## src/rtl/key_event_pkg.sv

```systemverilog
// Shared definitions for the push-button event controller: event field
// layout, event-kind encoding and the supported size limits.
package key_event_pkg;

    localparam int EVT_KIND_W = 1;
    localparam int EVT_IDX_W  = 3;
    localparam int EVT_W      = EVT_KIND_W + EVT_IDX_W;

    localparam int MAX_N_KEYS     = 8;
    localparam int MAX_FIFO_DEPTH = 16;

    typedef enum logic {
        KIND_RELEASE = 1'b0,
        KIND_PRESS   = 1'b1
    } evt_kind_e;

    typedef struct packed {
        evt_kind_e             kind;
        logic [EVT_IDX_W-1:0]  index;
    } evt_t;

    // Build a queue entry from the key's new debounced level and its index.
    function automatic evt_t make_evt(input logic pressed, input logic [EVT_IDX_W-1:0] idx);
        evt_t e;
        e.kind  = evt_kind_e'(pressed);
        e.index = idx;
        return e;
    endfunction

endpackage

```

## src/rtl/key_debounce_ch.sv

```systemverilog
// One push-button channel: 2-flop synchronizer, stability counter, debounced
// level and a one-cycle toggle pulse. A channel only reports toggles once it
// has seen its key released after reset, so a key held through reset stays
// silent until it is released and pressed again (its level is still tracked).
module key_debounce_ch
    import key_event_pkg::*;
#(
    parameter int DEBOUNCE_CYCLES = 16
)
(
    input  logic clk,
    input  logic rst_n,
    input  logic key_raw,     // active-low, asynchronous to clk
    output logic key_level,   // debounced level, 1 = pressed
    output logic toggle       // high for the cycle key_level shows a reportable change
);

    localparam int CNT_W = $clog2(DEBOUNCE_CYCLES);
    localparam logic [CNT_W-1:0] CNT_LAST = CNT_W'(DEBOUNCE_CYCLES - 1);

    logic             sync1_reg;
    logic             sync2_reg;
    logic [CNT_W-1:0] cnt_reg;
    logic             level_reg;
    logic             toggle_reg;
    logic             armed_reg;
    logic [1:0]       fill_reg;

    logic sample_pressed;
    logic differs;
    logic accept;
    logic fill_done;

    assign sample_pressed = ~sync2_reg;
    assign differs        = (sample_pressed != level_reg);
    assign accept         = differs && (cnt_reg == CNT_LAST);
    assign fill_done      = (fill_reg == 2'd2);

    // Two-stage synchronizer; resets to the released level.
    always_ff @(posedge clk or negedge rst_n) begin
        if (!rst_n) begin
            sync1_reg <= 1'b1;
            sync2_reg <= 1'b1;
        end else begin
            sync1_reg <= key_raw;
            sync2_reg <= sync1_reg;
        end
    end

    // Arm reporting once the synchronizer holds real samples and the key is seen released.
    always_ff @(posedge clk or negedge rst_n) begin
        if (!rst_n) begin
            fill_reg  <= 2'd0;
            armed_reg <= 1'b0;
        end else begin
            if (!fill_done)
                fill_reg <= fill_reg + 2'd1;
            if (fill_done && !level_reg && !sample_pressed)
                armed_reg <= 1'b1;
        end
    end

    // Stability counter and debounced level; the toggle pulse lines up with the level change.
    always_ff @(posedge clk or negedge rst_n) begin
        if (!rst_n) begin
            cnt_reg    <= '0;
            level_reg  <= 1'b0;
            toggle_reg <= 1'b0;
        end else begin
            if (!differs || accept)
                cnt_reg <= '0;
            else
                cnt_reg <= cnt_reg + 1'b1;
            if (accept)
                level_reg <= sample_pressed;
            toggle_reg <= accept && armed_reg;
        end
    end

    assign key_level = level_reg;
    assign toggle    = toggle_reg;

endmodule

```

## src/rtl/key_event_ctrl.sv

```systemverilog
// Push-button event controller: N_KEYS debounce channels feed per-key pending
// bits; a lowest-index-first scheduler moves one pending event per cycle into
// a small FIFO drained through a valid/ready handshake. Lost events (a new
// toggle on a key whose previous event is still pending) set a sticky ovf.
// Build option: define KEY_EVENT_RELEASE_EN to also queue release events;
// without it only presses are queued while key_state still tracks releases.
module key_event_ctrl
    import key_event_pkg::*;
#(
    parameter int N_KEYS          = 4,
    parameter int DEBOUNCE_CYCLES = 16,
    parameter int FIFO_DEPTH      = 4
)
(
    input  logic              clk,
    input  logic              rst_n,
    input  logic [N_KEYS-1:0] key_in,
    output logic              evt_valid,
    input  logic              evt_ready,
    output logic [3:0]        evt_data,
    output logic [N_KEYS-1:0] key_state,
    output logic              ovf,
    input  logic              ovf_clr
);

    localparam int PTR_W = $clog2(FIFO_DEPTH);

    logic [N_KEYS-1:0] toggle;
    logic [N_KEYS-1:0] report;
    logic [N_KEYS-1:0] pending_reg;
    logic [N_KEYS-1:0] kind_reg;
    logic [N_KEYS-1:0] push_mask;
    logic [N_KEYS-1:0] lost;
    logic              ovf_reg;

    logic [PTR_W-1:0]  wr_ptr_reg;
    logic [PTR_W-1:0]  rd_ptr_reg;
    logic [PTR_W:0]    count_reg;
    evt_t              fifo_mem [FIFO_DEPTH];

    logic                  full;
    logic                  empty;
    logic                  pop;
    logic                  push;
    logic [EVT_IDX_W-1:0]  push_idx;
    logic                  push_kind;
    evt_t                  push_evt;

    genvar gi;
    generate
        for (gi = 0; gi < N_KEYS; gi++) begin : g_ch
            key_debounce_ch #(
                .DEBOUNCE_CYCLES (DEBOUNCE_CYCLES)
            ) u_ch (
                .clk       (clk),
                .rst_n     (rst_n),
                .key_raw   (key_in[gi]),
                .key_level (key_state[gi]),
                .toggle    (toggle[gi])
            );
        end
    endgenerate

`ifdef KEY_EVENT_RELEASE_EN
    assign report = toggle;
`else
    // Release toggles are invisible to the queue: they neither queue nor overflow.
    assign report = toggle & key_state;
`endif

    assign empty     = (count_reg == '0);
    assign full      = (count_reg == (PTR_W+1)'(FIFO_DEPTH));
    assign evt_valid = !empty;
    assign pop       = !empty && evt_ready;
    assign push      = (|pending_reg) && (!full || pop);
    assign push_evt  = make_evt(push_kind, push_idx);
    assign lost      = report & pending_reg & ~push_mask;

    // Pick the lowest-index pending key and its latched kind.
    always_comb begin
        push_idx  = '0;
        push_kind = 1'b0;
        for (int i = N_KEYS - 1; i >= 0; i--) begin
            if (pending_reg[i]) begin
                push_idx  = EVT_IDX_W'(i);
                push_kind = kind_reg[i];
            end
        end
    end

    // One-hot of the key whose pending event leaves this cycle.
    always_comb begin
        push_mask = '0;
        for (int i = 0; i < N_KEYS; i++)
            push_mask[i] = push && (push_idx == EVT_IDX_W'(i));
    end

    // Pending bits, latched kinds and the sticky overflow flag (a new loss wins over clear).
    always_ff @(posedge clk or negedge rst_n) begin
        if (!rst_n) begin
            pending_reg <= '0;
            kind_reg    <= '0;
            ovf_reg     <= 1'b0;
        end else begin
            pending_reg <= (pending_reg & ~push_mask) | report;
            kind_reg    <= (kind_reg & ~report) | (key_state & report);
            ovf_reg     <= (ovf_reg & ~ovf_clr) | (|lost);
        end
    end

    // FIFO pointers and occupancy; a simultaneous push and pop keeps occupancy.
    always_ff @(posedge clk or negedge rst_n) begin
        if (!rst_n) begin
            wr_ptr_reg <= '0;
            rd_ptr_reg <= '0;
            count_reg  <= '0;
        end else begin
            if (push)
                wr_ptr_reg <= wr_ptr_reg + 1'b1;
            if (pop)
                rd_ptr_reg <= rd_ptr_reg + 1'b1;
            case ({push, pop})
                2'b10:   count_reg <= count_reg + 1'b1;
                2'b01:   count_reg <= count_reg - 1'b1;
                default: count_reg <= count_reg;
            endcase
        end
    end

    // FIFO storage; contents need no reset because occupancy gates visibility.
    always_ff @(posedge clk) begin
        if (push)
            fifo_mem[wr_ptr_reg] <= push_evt;
    end

    assign evt_data = evt_valid ? fifo_mem[rd_ptr_reg] : '0;
    assign ovf      = ovf_reg;

endmodule

```

## config.mk

```make
export PLATFORM = sky130hd
export DESIGN_NAME = key_event_ctrl
export DESIGN_NICKNAME = d
export VERILOG_FILES = /design/src/rtl/key_event_pkg.sv /design/src/rtl/key_debounce_ch.sv /design/src/rtl/key_event_ctrl.sv
export SDC_FILE = /design/constraint.sdc
export NUM_CORES = 1
export LEC_CHECK = 0
export ABC_AREA = 0
export CAP_MARGIN = 20
export CORE_AREA = 2 2 96 89
export CTS_BUF_LIST = sky130_fd_sc_hd__clkbuf_8
export CTS_CLUSTER_DIAMETER = 40
export DETAILED_ROUTE_END_ITERATION = 16
export DIE_AREA = 0 0 98 91
export PLACE_DENSITY = 0.67
export SYNTH_ARGS = -nofsm -noshare
export SYNTH_HDL_FRONTEND = slang
export SYNTH_SLANG_ARGS = --single-unit
export TNS_END_PERCENT = 10
```

## constraint.sdc

```tcl
create_clock -name clk -period 3.4 [get_ports clk]
set_clock_uncertainty 0.05 [all_clocks]
set_input_delay 0.51 -clock clk [delete_from_list [all_inputs] [get_ports clk]]
set_output_delay 0.51 -clock clk [all_outputs]
set_load 0.05 [all_outputs]
```

==> out/results.tsv, run 1 <==
metric	value	unit
final global-route overflow total	0	
count of buffers inserted at the top-level ports	16	
number of rows in the core area	31	
Setup-failing EPs final	0	
overall die area	8920	µm²
Final Max Slew Viols	0	
crit end category	output pin	
initial antenna violation count	0	
clk root buf	sky130_fd_sc_hd__clkbuf_8	
Sinks on Clock Net	72	
Static Leak	1.60	nW
CP max-delay cell	sky130_fd_sc_hd__clkdlybuf4s50_1	
Synth Area in Compound Gates	7.11	%
number of search-and-repair iterations in the first detailed-routing pass	4	
total power density per cell area	588	nW/µm²
Ports	18	
xor/xnor share of the synthesized area	5.97	%
library cell with the highest instance count after synthesis	sky130_fd_sc_hd__dfrtp_1	
count of nets left with antenna violations after detail routing	0	
number of flops mapped to enable cells by yosys	12	
HPWL after detailed placement	3050	µm
CTS buffer count	9	
Max VDD drop	0.237	mV
Die Height	91	µm
Most Used Layer, Global Route	met2	
Adder-Cell Fraction of Synth Area	5.52	%
area share of the largest cell type after synthesis	42.2	%
setup TNS	0	ns
area of the multi-input gates	1100	µm²
fraction of final layout cells with drive strength greater than 1	13.0	%
sequential cell area fraction in the yosys report	60.7	%
Detailed Route Iter0 Violations	56	
count of state elements after synthesis	72	
clock latency at the later pin of the worst-skew pair	0.34	ns
number of unique standard cell types used by synthesis	43	
top cell type by total area after synthesis	sky130_fd_sc_hd__dfrtp_1	
final critical-path share of the clock period	81.8	%
met1 Use GR	14.9	%
Resized cells post-CTS	0	
top area cells in the synthesized netlist	sky130_fd_sc_hd__dfrtp_1 (42%), sky130_fd_sc_hd__edfxtp_1 (12%), sky130_fd_sc_hd__dfstp_2 (6.8%)	
post-layout minimum cycle time	2.78	ns
status	completed	
Post-CTS Setup Inserts	0	
crit-path max cell delay	0.69	ns
Post-Synthesis Net Count	275	
path type of the worst setup path	register to output pin	
number of H-tree levels	3	
GRT met2 Usage	16.6	%
number of flip-flops in the largest register	16	
routed vias	1766	
floorplan core area	7870	µm²
data required time at the worst endpoint	2.84	ns
largest net degree at the start of global routing	61	
Cell Chain, Critical Path	mux4_2 > and2_1 > clkdlybuf4s50_1	
average wire per standard cell	12.0	µm
hold buffer count at cts	0	
antenna fix cells	0	
average footprint of a synthesized cell	12.1	µm²
clock-pin slew on the worst setup and hold paths	0.07	ns
effective utilization at floorplan	39.1	%
highest fanout seen on the critical path	5	
global-route met3 utilization	5.47	%
number of cells on the worst reg-to-reg path	7	
arrival time of the worst setup path	2.22	ns
number of filler cells placed in the layout	727	
share of synthesized flip-flops with an asynchronous set or reset	83.3	%
gpl congestion	0.776	
global-route usage over all layers	11.4	%
Critical Path Stages	3	
final routed wirelength across all metal layers	4500	µm
register area	1870	µm²
number of max-cap violations	0	
share of synthesized area spent on multiplexers	2.19	%
first-pass GRT wire length	8000	µm
list of most frequent post-synthesis cells	sky130_fd_sc_hd__dfrtp_1 (52), sky130_fd_sc_hd__nand2_1 (29), sky130_fd_sc_hd__nor2_1 (17)	
TritonCTS clock tree	built	
Synth Instances	254	
Synth Area in Simple Gates	14.8	%
largest family of logic cells by synthesized area	simple AND/OR/NAND/NOR gates	
via count normalized by instance count	4.71	
Netlist Area Pre-Place	3080	µm²
Horiz. Die Dim	98	µm
post-route DRC violation count	0	
Primary FF master, synth	sky130_fd_sc_hd__dfrtp_1	
growth of design area from synthesis to finish	13.6	%
final hold violations	0	
Bufs and invs on worst path	1	
category of cells accounting for the largest share of critical-path delay	buffers and inverters	
final layout net count	292	
total chip power	2.06	mW
Critical Path Start Type	register	
maximum operating frequency	0.360	GHz
worst hold-check path type	input pin to asynchronous set/reset pin	
worst-margin pin slew	0.747	ns
setup repair after global routing missed its margin	false	
CTS max path bufs	2	
relative slew slack	50.2	%
count of warnings emitted by yosys	0	
number of global-route vias before repair	1708	
## worst paths after layout
check | slack (ns) | endpoint | startpoint
min in group clk | 0.31 | g_ch[3].u_ch.sync2_reg$_DFF_PN1_ | g_ch[3].u_ch.sync1_reg$_DFF_PN1_
min | 0.27 | rd_ptr_reg[1]$_DFFE_PN0P_ | rst_n
max in group asynchronous | 2.54 | g_ch[2].u_ch.cnt_reg[3]$_DFF_PN0_ | rst_n
min reg2reg | 0.31 | g_ch[3].u_ch.sync2_reg$_DFF_PN1_ | g_ch[3].u_ch.sync1_reg$_DFF_PN1_
max | 0.62 | evt_data[0] | rd_ptr_reg[0]$_DFFE_PN0P_
max reg2reg | 1.12 | count_reg[2]$_DFFE_PN0P_ | pending_reg[0]$_DFF_PN0_
## worst reg2reg max path, cell delays in order, from the launching register on
cell and delay (ns):
sky130_fd_sc_hd__dfrtp_1 0.48, sky130_fd_sc_hd__nor4_2 0.29, sky130_fd_sc_hd__buf_4 0.18, sky130_fd_sc_hd__nand3_1 0.09, sky130_fd_sc_hd__fa_1 0.44, sky130_fd_sc_hd__or3_1 0.39
sky130_fd_sc_hd__a31oi_1 0.18, sky130_fd_sc_hd__nand2_1 0.07
## power by group
part | internal (mW) | switching (mW)
combinational | 0.175 | 0.227
sequential | 0.928 | 0.0653
clock | 0.355 | 0.306
total | 1.46 | 0.599
## layer usage
layer	part of all wire, %	vias up	wire length, µm
met4	0.67	0	30
met2	46	31	2070
met5	0	-	0
li1	-	894	-
met1	48	839	2170
met3	5.1	2	229
## kinds of logic after synthesis
kind of cell	Yosys count
xor+xnor	21
flops	72
fa+ha+maj	13
compound gates	32
buf+inv	22
mux	3
simple gates	90
other cells	1
## cells in the final DEF (no fill, tap or decap), drive strengths merged, types with 3 or more instances in the layout
cell / instances
dfrtp: 52
nand2: 29
nor2: 17
clkdlybuf4s50: 15
nand3: 13
xnor2: 13
o21ai: 13
ha: 12
edfxtp: 12
and2: 11
inv: 10
clkbuf: 10
xor2: 8
dfstp: 8
and3: 7
clkinv: 5
o21bai: 4
or3: 3
mux4: 3
a21o: 3
buf: 3
## final cells by class
cell class / instances / area share [%]
timing repair buffer: 18 / 4.86
inverter: 10 / 1.07
clock inverter: 6 / 1.68
clock buffer: 10 / 3.93
multi-input combinational: 160 / 31.4
sequential: 72 / 53.5
tap: 99 / 3.54
## metrics by stage
stage               setup slack (ns)  hold slack [ns]  utilization, %  instance area [µm²]  std cells
global route                   0.508            0.312            44.4                 3500        375
global placement               0.860            0.296            42.0                 3300        359
finish                         0.620            0.265            44.4                 3500        375
floorplan                      0.962            0.164               -                 3080        254
detailed placement             0.822            0.297            42.0                 3300        359
CTS                            0.581            0.295            44.4                 3500        375
No activity file was read; power rests on OpenSTA's default activity.
==> inputs of run 2 (changes only) <==
PLACE_DENSITY = 0.69   (was 0.67)
clock period = 2.2 ns   (was 3.4 ns; I/O delays follow)
==> run 2 against run 1 <==
Effect of this change: setup slack worse by 0.50 ns; clock power is 54% higher; register-to-register slack worse by 0.98 ns; global-route usage is 0.11 points higher; sequential power is 54% higher; flip-flop and latch count stayed put; non-clock buffer count is 8 higher; hold slack better by 0.041 ns; first-iteration DRC count is 8.9% higher; highest routed layer unchanged; utilization is 0.99 points higher; die area stayed put; final cell count is 2.1% higher.
==> out/results.tsv, run 2 (synthesis results as in run 1) <==
metric	value	unit
final global-route overflow total	0	
highest fanout seen on the critical path	5	
growth of design area from synthesis to finish	16.1	%
number of flip-flops in the largest register	16	
Post-CTS Setup Inserts	0	
post-route DRC violation count	0	
setup TNS	0	ns
clock-pin slew on the worst setup and hold paths	0.07	ns
final routed wirelength across all metal layers	4610	µm
number of filler cells placed in the layout	720	
total chip power	3.19	mW
overall die area	8920	µm²
number of search-and-repair iterations in the first detailed-routing pass	4	
Static Leak	1.66	nW
effective utilization at floorplan	39.1	%
HPWL after detailed placement	3160	µm
most common cell after layout, fill and taps aside	sky130_fd_sc_hd__dfrtp_1	
path type of the worst setup path	register to output pin	
average wire per standard cell	12.0	µm
via count normalized by instance count	4.74	
first-pass GRT wire length	8070	µm
Detailed Route Iter0 Violations	61	
largest net degree at the start of global routing	61	
CTS max path bufs	2	
Most Used Layer, Global Route	met2	
Max VDD drop	0.395	mV
GRT met2 Usage	17.1	%
routed vias	1815	
count of buffers inserted at the top-level ports	16	
worst-margin pin slew	0.509	ns
crit end category	output pin	
CTS buffer count	9	
maximum operating frequency	0.480	GHz
area of the multi-input gates	1110	µm²
global-route usage over all layers	11.5	%
count of nets left with antenna violations after detail routing	0	
final hold violations	0	
Critical Path Start Type	register	
number of max-cap violations	0	
setup slack of the critical path after layout	0.115	ns
post-layout minimum cycle time	2.08	ns
total power density per cell area	892	nW/µm²
Final Max Slew Viols	0	
antenna fix cells	0	
post-placement worst setup slack	0.0941	ns
relative slew slack	66.0	%
arrival time of the worst setup path	1.70	ns
global-route met3 utilization	5.16	%
data required time at the worst endpoint	1.82	ns
gpl congestion	0.811	
TritonCTS clock tree	built	
clock latency at the later pin of the worst-skew pair	0.35	ns
number of H-tree levels	3	
Setup-failing EPs final	0	
floorplan core area	7870	µm²
worst hold-check path type	register to register	
clk root buf	sky130_fd_sc_hd__clkbuf_8	
number of rows in the core area	31	
final layout net count	300	
Sinks on Clock Net	72	
final critical-path share of the clock period	94.8	%
Ports	18	
initial antenna violation count	0	
met1 Use GR	14.7	%
Horiz. Die Dim	98	µm
register area	1870	µm²
register-to-register setup slack	0.14	ns
fraction of final layout cells with drive strength greater than 1	15.5	%
Die Height	91	µm
most used cells in the layout excluding fill and tap cells	sky130_fd_sc_hd__dfrtp_1 (52), sky130_fd_sc_hd__nand2_1 (29), sky130_fd_sc_hd__nor2_1 (17)	
number of global-route vias before repair	1807	
setup repair after global routing missed its margin	false	
status	completed	
[run 2: cell count changes in the layout (fill, tap and decap cells not counted), sizes merged]
| cell | delta |
|---|---|
| dlygate4sd3 | +1 |
| clkinvlp | +1 |
| clkdlybuf4s50 | -4 |
| clkbuf | +1 |
| inv | +3 |
| buf | +11 |
| clkinv | -5 |
[run 2: final timing paths]
check / start / endpoint / depth (start not counted)
worst max-delay path: rd_ptr_reg[0]$_DFFE_PN0P_ / evt_data[0] / 3
worst min-delay path: g_ch[3].u_ch.sync1_reg$_DFF_PN1_ / g_ch[3].u_ch.sync2_reg$_DFF_PN1_ / 0
worst max register to register: pending_reg[0]$_DFF_PN0_ / count_reg[0]$_DFFE_PN0P_ / 5
worst min register to register: g_ch[3].u_ch.sync1_reg$_DFF_PN1_ / g_ch[3].u_ch.sync2_reg$_DFF_PN1_ / 0
max in group asynchronous: rst_n / g_ch[1].u_ch.sync2_reg$_DFF_PN1_ / 3
min in group asynchronous: rst_n / rd_ptr_reg[1]$_DFFE_PN0P_ / 3
[run 2: through the flow]
step / area, µm² / cells / hold slack, ns / utilization (%)
after CTS: 3580 / 383 / 0.307 / 45.4
after floorplan: 3090 / 254 / -0.0156 / -
after global routing: 3580 / 383 / 0.309 / 45.4
after global placement: 3370 / 366 / 0.296 / 42.8
after detailed placement: 3370 / 366 / 0.297 / 42.8
final: 3580 / 383 / 0.306 / 45.4
[run 2: power by group]
group / total, mW / internal (mW) / switching [mW] / leakage (nW)
clock: 1.02 / 0.573 / 0.452 / 0.109
combinational: 0.640 / 0.273 / 0.367 / 0.684
sequential: 1.53 / 1.44 / 0.0910 / 0.863
[run 2: layer usage]
metal / part of all wire [%] / routed length (µm) / up-vias
met2: 46 / 2130 / 28
met5: 0 / 0 / -
li1: - / - / 913
met4: 1.7 / 80 / 0
met1: 48 / 2210 / 866
met3: 4.1 / 190 / 8
[run 2: worst max-delay path: stages (launching register included)]
cell and delay, ns:
sky130_fd_sc_hd__dfrtp_1 0.49, sky130_fd_sc_hd__mux4_2 0.53, sky130_fd_sc_hd__and2_1 0.16, sky130_fd_sc_hd__buf_4 0.18
[run 2: area by class of cell]
cell class / count / share of cell area, %
Sequential cell: 72 / 52.3
Multi-Input combinational cell: 160 / 31.0
Timing Repair Buffer: 26 / 6.58
Clock buffer: 11 / 4.23
Tap cell: 99 / 3.46
Clock inverter: 5 / 1.36
Inverter: 10 / 1.05
[run 2: repair_timing]
item                       in CTS  in global routing
hold endpoints to repair       52                  0
setup endpoints to repair       0                  0
gates resized for setup         0                  0
hold buffers                    1                  0
==> inputs of run 3 (changes only) <==
CTS_BUF_LIST = sky130_fd_sc_hd__clkbuf_4 sky130_fd_sc_hd__clkbuf_8   (was sky130_fd_sc_hd__clkbuf_8)
GPL_TIMING_DRIVEN = 0   (was unset)
==> run 3 against run 2 <==
Effect of this change: the flow now finishes with violations (hold timing, setup timing); clock power is 15% higher; register-to-register slack worse by 0.18 ns; power is 4.1% higher; non-clock buffer count is 6 higher; maximum frequency is 7.5% lower; routed wire length is 2.2% lower; via count is 1.2% higher.
==> out/results.tsv, run 3 (synthesis results as in run 1) <==
metric	value	unit
total chip power	3.32	mW
most common cell after layout, fill and taps aside	sky130_fd_sc_hd__dfrtp_1	
data required time at the worst endpoint	1.82	ns
setup slack of the critical path after layout	-0.0547	ns
first-pass GRT wire length	8050	µm
count of buffers inserted at the top-level ports	16	
largest net degree at the start of global routing	33	
CP max-delay cell	sky130_fd_sc_hd__dfrtp_1	
Final Max Slew Viols	0	
antenna fix cells	0	
total power density per cell area	911	nW/µm²
hold buffer count at cts	0	
most used cells in the layout excluding fill and tap cells	sky130_fd_sc_hd__dfrtp_1 (51), sky130_fd_sc_hd__nand2_1 (29), sky130_fd_sc_hd__nor2_1 (17)	
Detailed Route Iter0 Violations	64	
arrival time of the worst setup path	1.87	ns
CTS buffer count	9	
number of cells on the worst reg-to-reg path	7	
area of the multi-input gates	1110	µm²
Static Leak	1.69	nW
CTS max path bufs	2	
gpl congestion	0.761	
number of max-cap violations	0	
overall die area	8920	µm²
relative slew slack	51.5	%
HPWL after detailed placement	3150	µm
fraction of final layout cells with drive strength greater than 1	17.6	%
number of search-and-repair iterations in the first detailed-routing pass	4	
path type of the worst setup path	register to output pin	
final critical-path share of the clock period	102	%
clk root buf	sky130_fd_sc_hd__clkbuf_8	
TritonCTS clock tree	built	
number of H-tree levels	3	
number of filler cells placed in the layout	714	
Critical Path Start Type	register	
Die Height	91	µm
worst-margin pin slew	0.728	ns
number of flip-flops in the largest register	16	
highest fanout seen on the critical path	7	
count of nets left with antenna violations after detail routing	0	
crit end category	output pin	
Sinks on Clock Net	72	
maximum operating frequency	0.444	GHz
floorplan core area	7870	µm²
final layout net count	306	
worst hold-check path type	input pin to asynchronous set/reset pin	
Ports	18	
initial antenna violation count	0	
post-route DRC violation count	0	
number of rows in the core area	31	
via count normalized by instance count	4.72	
final hold violations	2	
post-layout minimum cycle time	2.25	ns
Setup-failing EPs final	3	
status	finished, violations left	
final routed wirelength across all metal layers	4510	µm
core occupancy in the finished layout	46.3	%
Hold WS	-0.00564	ns
number of global-route vias before repair	1829	
final global-route overflow total	0	
global-route usage over all layers	11.2	%
Horiz. Die Dim	98	µm
effective utilization at floorplan	39.1	%
Cell Chain, Critical Path	or3_1 > clkbuf_2 > and2_1 > dlygate4sd2_1	
growth of design area from synthesis to finish	18.4	%
setup repair after global routing missed its margin	true	
clock latency at the later pin of the worst-skew pair	0.33	ns
clock-pin slew on the worst setup and hold paths	0.07	ns
Max VDD drop	0.366	mV
average wire per standard cell	11.6	µm
routed vias	1836	
failing checks	hold timing, setup timing	
crit-path max cell delay	0.45	ns
register area	1870	µm²
run 3: changes by cell type in the layout (fill, tap and decap cells not counted), moves of 2 or more:
cell                            previous run  this run
sky130_fd_sc_hd__clkbuf_2                  0         2
sky130_fd_sc_hd__clkbuf_4                  0         2
sky130_fd_sc_hd__clkbuf_1                  0         3
sky130_fd_sc_hd__dlygate4sd2_1             0         3
sky130_fd_sc_hd__buf_6                     0         2
sky130_fd_sc_hd__inv_1                    13        10
sky130_fd_sc_hd__buf_4                    12        10
run 3: repair_timing:
action	4_1_cts	5_1_grt
setup endpoints to repair	5	7
setup buffers	0	4
resized for setup	5	7
pin swaps	0	6
run 3: area by class of cell:
cell class | count | share of cell area, %
Inverter | 10 | 1.03
Clock buffer | 13 | 4.56
Clock inverter | 3 | 1.78
Multi-Input combinational cell | 160 | 30.5
Timing Repair Buffer | 21 | 5.32
Buffer | 11 | 2.09
Sequential cell | 72 | 51.4
Tap cell | 99 | 3.40
run 3: report_power, final:
group / leakage [nW] / internal (mW) / total (mW) / switching (mW)
combinational: 0.707 / 0.265 / 0.621 / 0.356
clock: 0.120 / 0.724 / 1.17 / 0.441
sequential: 0.862 / 1.44 / 1.54 / 0.0985
total: 1.69 / 2.43 / 3.32 / 0.895
run 3: worst max-delay path, delay by kind of cell (launching register included):
kind                   cells  cell delay [ns]
buffers and inverters      2             0.56
and+or+nand+nor            2             0.53
DFF                        1             0.45
run 3: path summary, 6_finish.rpt:
| path | startpoint | slack, ns | end |
|---|---|---|---|
| worst max-delay path | count_reg[1]$_DFFE_PN0P_ | -0.05 | evt_data[3] |
| worst min-delay path | rst_n | -0.006 | rd_ptr_reg[1]$_DFFE_PN0P_ |
| worst max register to register | pending_reg[1]$_DFF_PN0_ | -0.04 | count_reg[2]$_DFFE_PN0P_ |
| worst min register to register | g_ch[2].u_ch.sync1_reg$_DFF_PN1_ | 0.31 | g_ch[2].u_ch.sync2_reg$_DFF_PN1_ |
| max in group asynchronous | rst_n | 1.42 | g_ch[2].u_ch.sync1_reg$_DFF_PN1_ |
| min in group clk | g_ch[2].u_ch.sync1_reg$_DFF_PN1_ | 0.31 | g_ch[2].u_ch.sync2_reg$_DFF_PN1_ |
run 3: routing by layer:
metal / up-vias / wire length, µm / GRT usage (%)
li1: 924 / - / -
met2: 25 / 2130 / 18.3
met4: 0 / 58 / 3.94
met5: - / 0 / 0
met1: 880 / 2120 / 13.6
met3: 7 / 197 / 4.31
run 3: stage by stage:
stage	instances	setup TNS, ns	worst slack [ns]	instance area (µm²)	hold slack (ns)
after floorplan	254	0	0.00402	3090	-0.0156
after global placement	369	-65.69	-1.17	3380	0.297
after detailed placement	370	-1.08	-0.381	3390	0.297
after CTS	385	-0.428	-0.184	3610	0.0120
after global routing	389	-0.511	-0.173	3650	0.0403
final	389	-0.142	-0.0547	3650	-0.00564
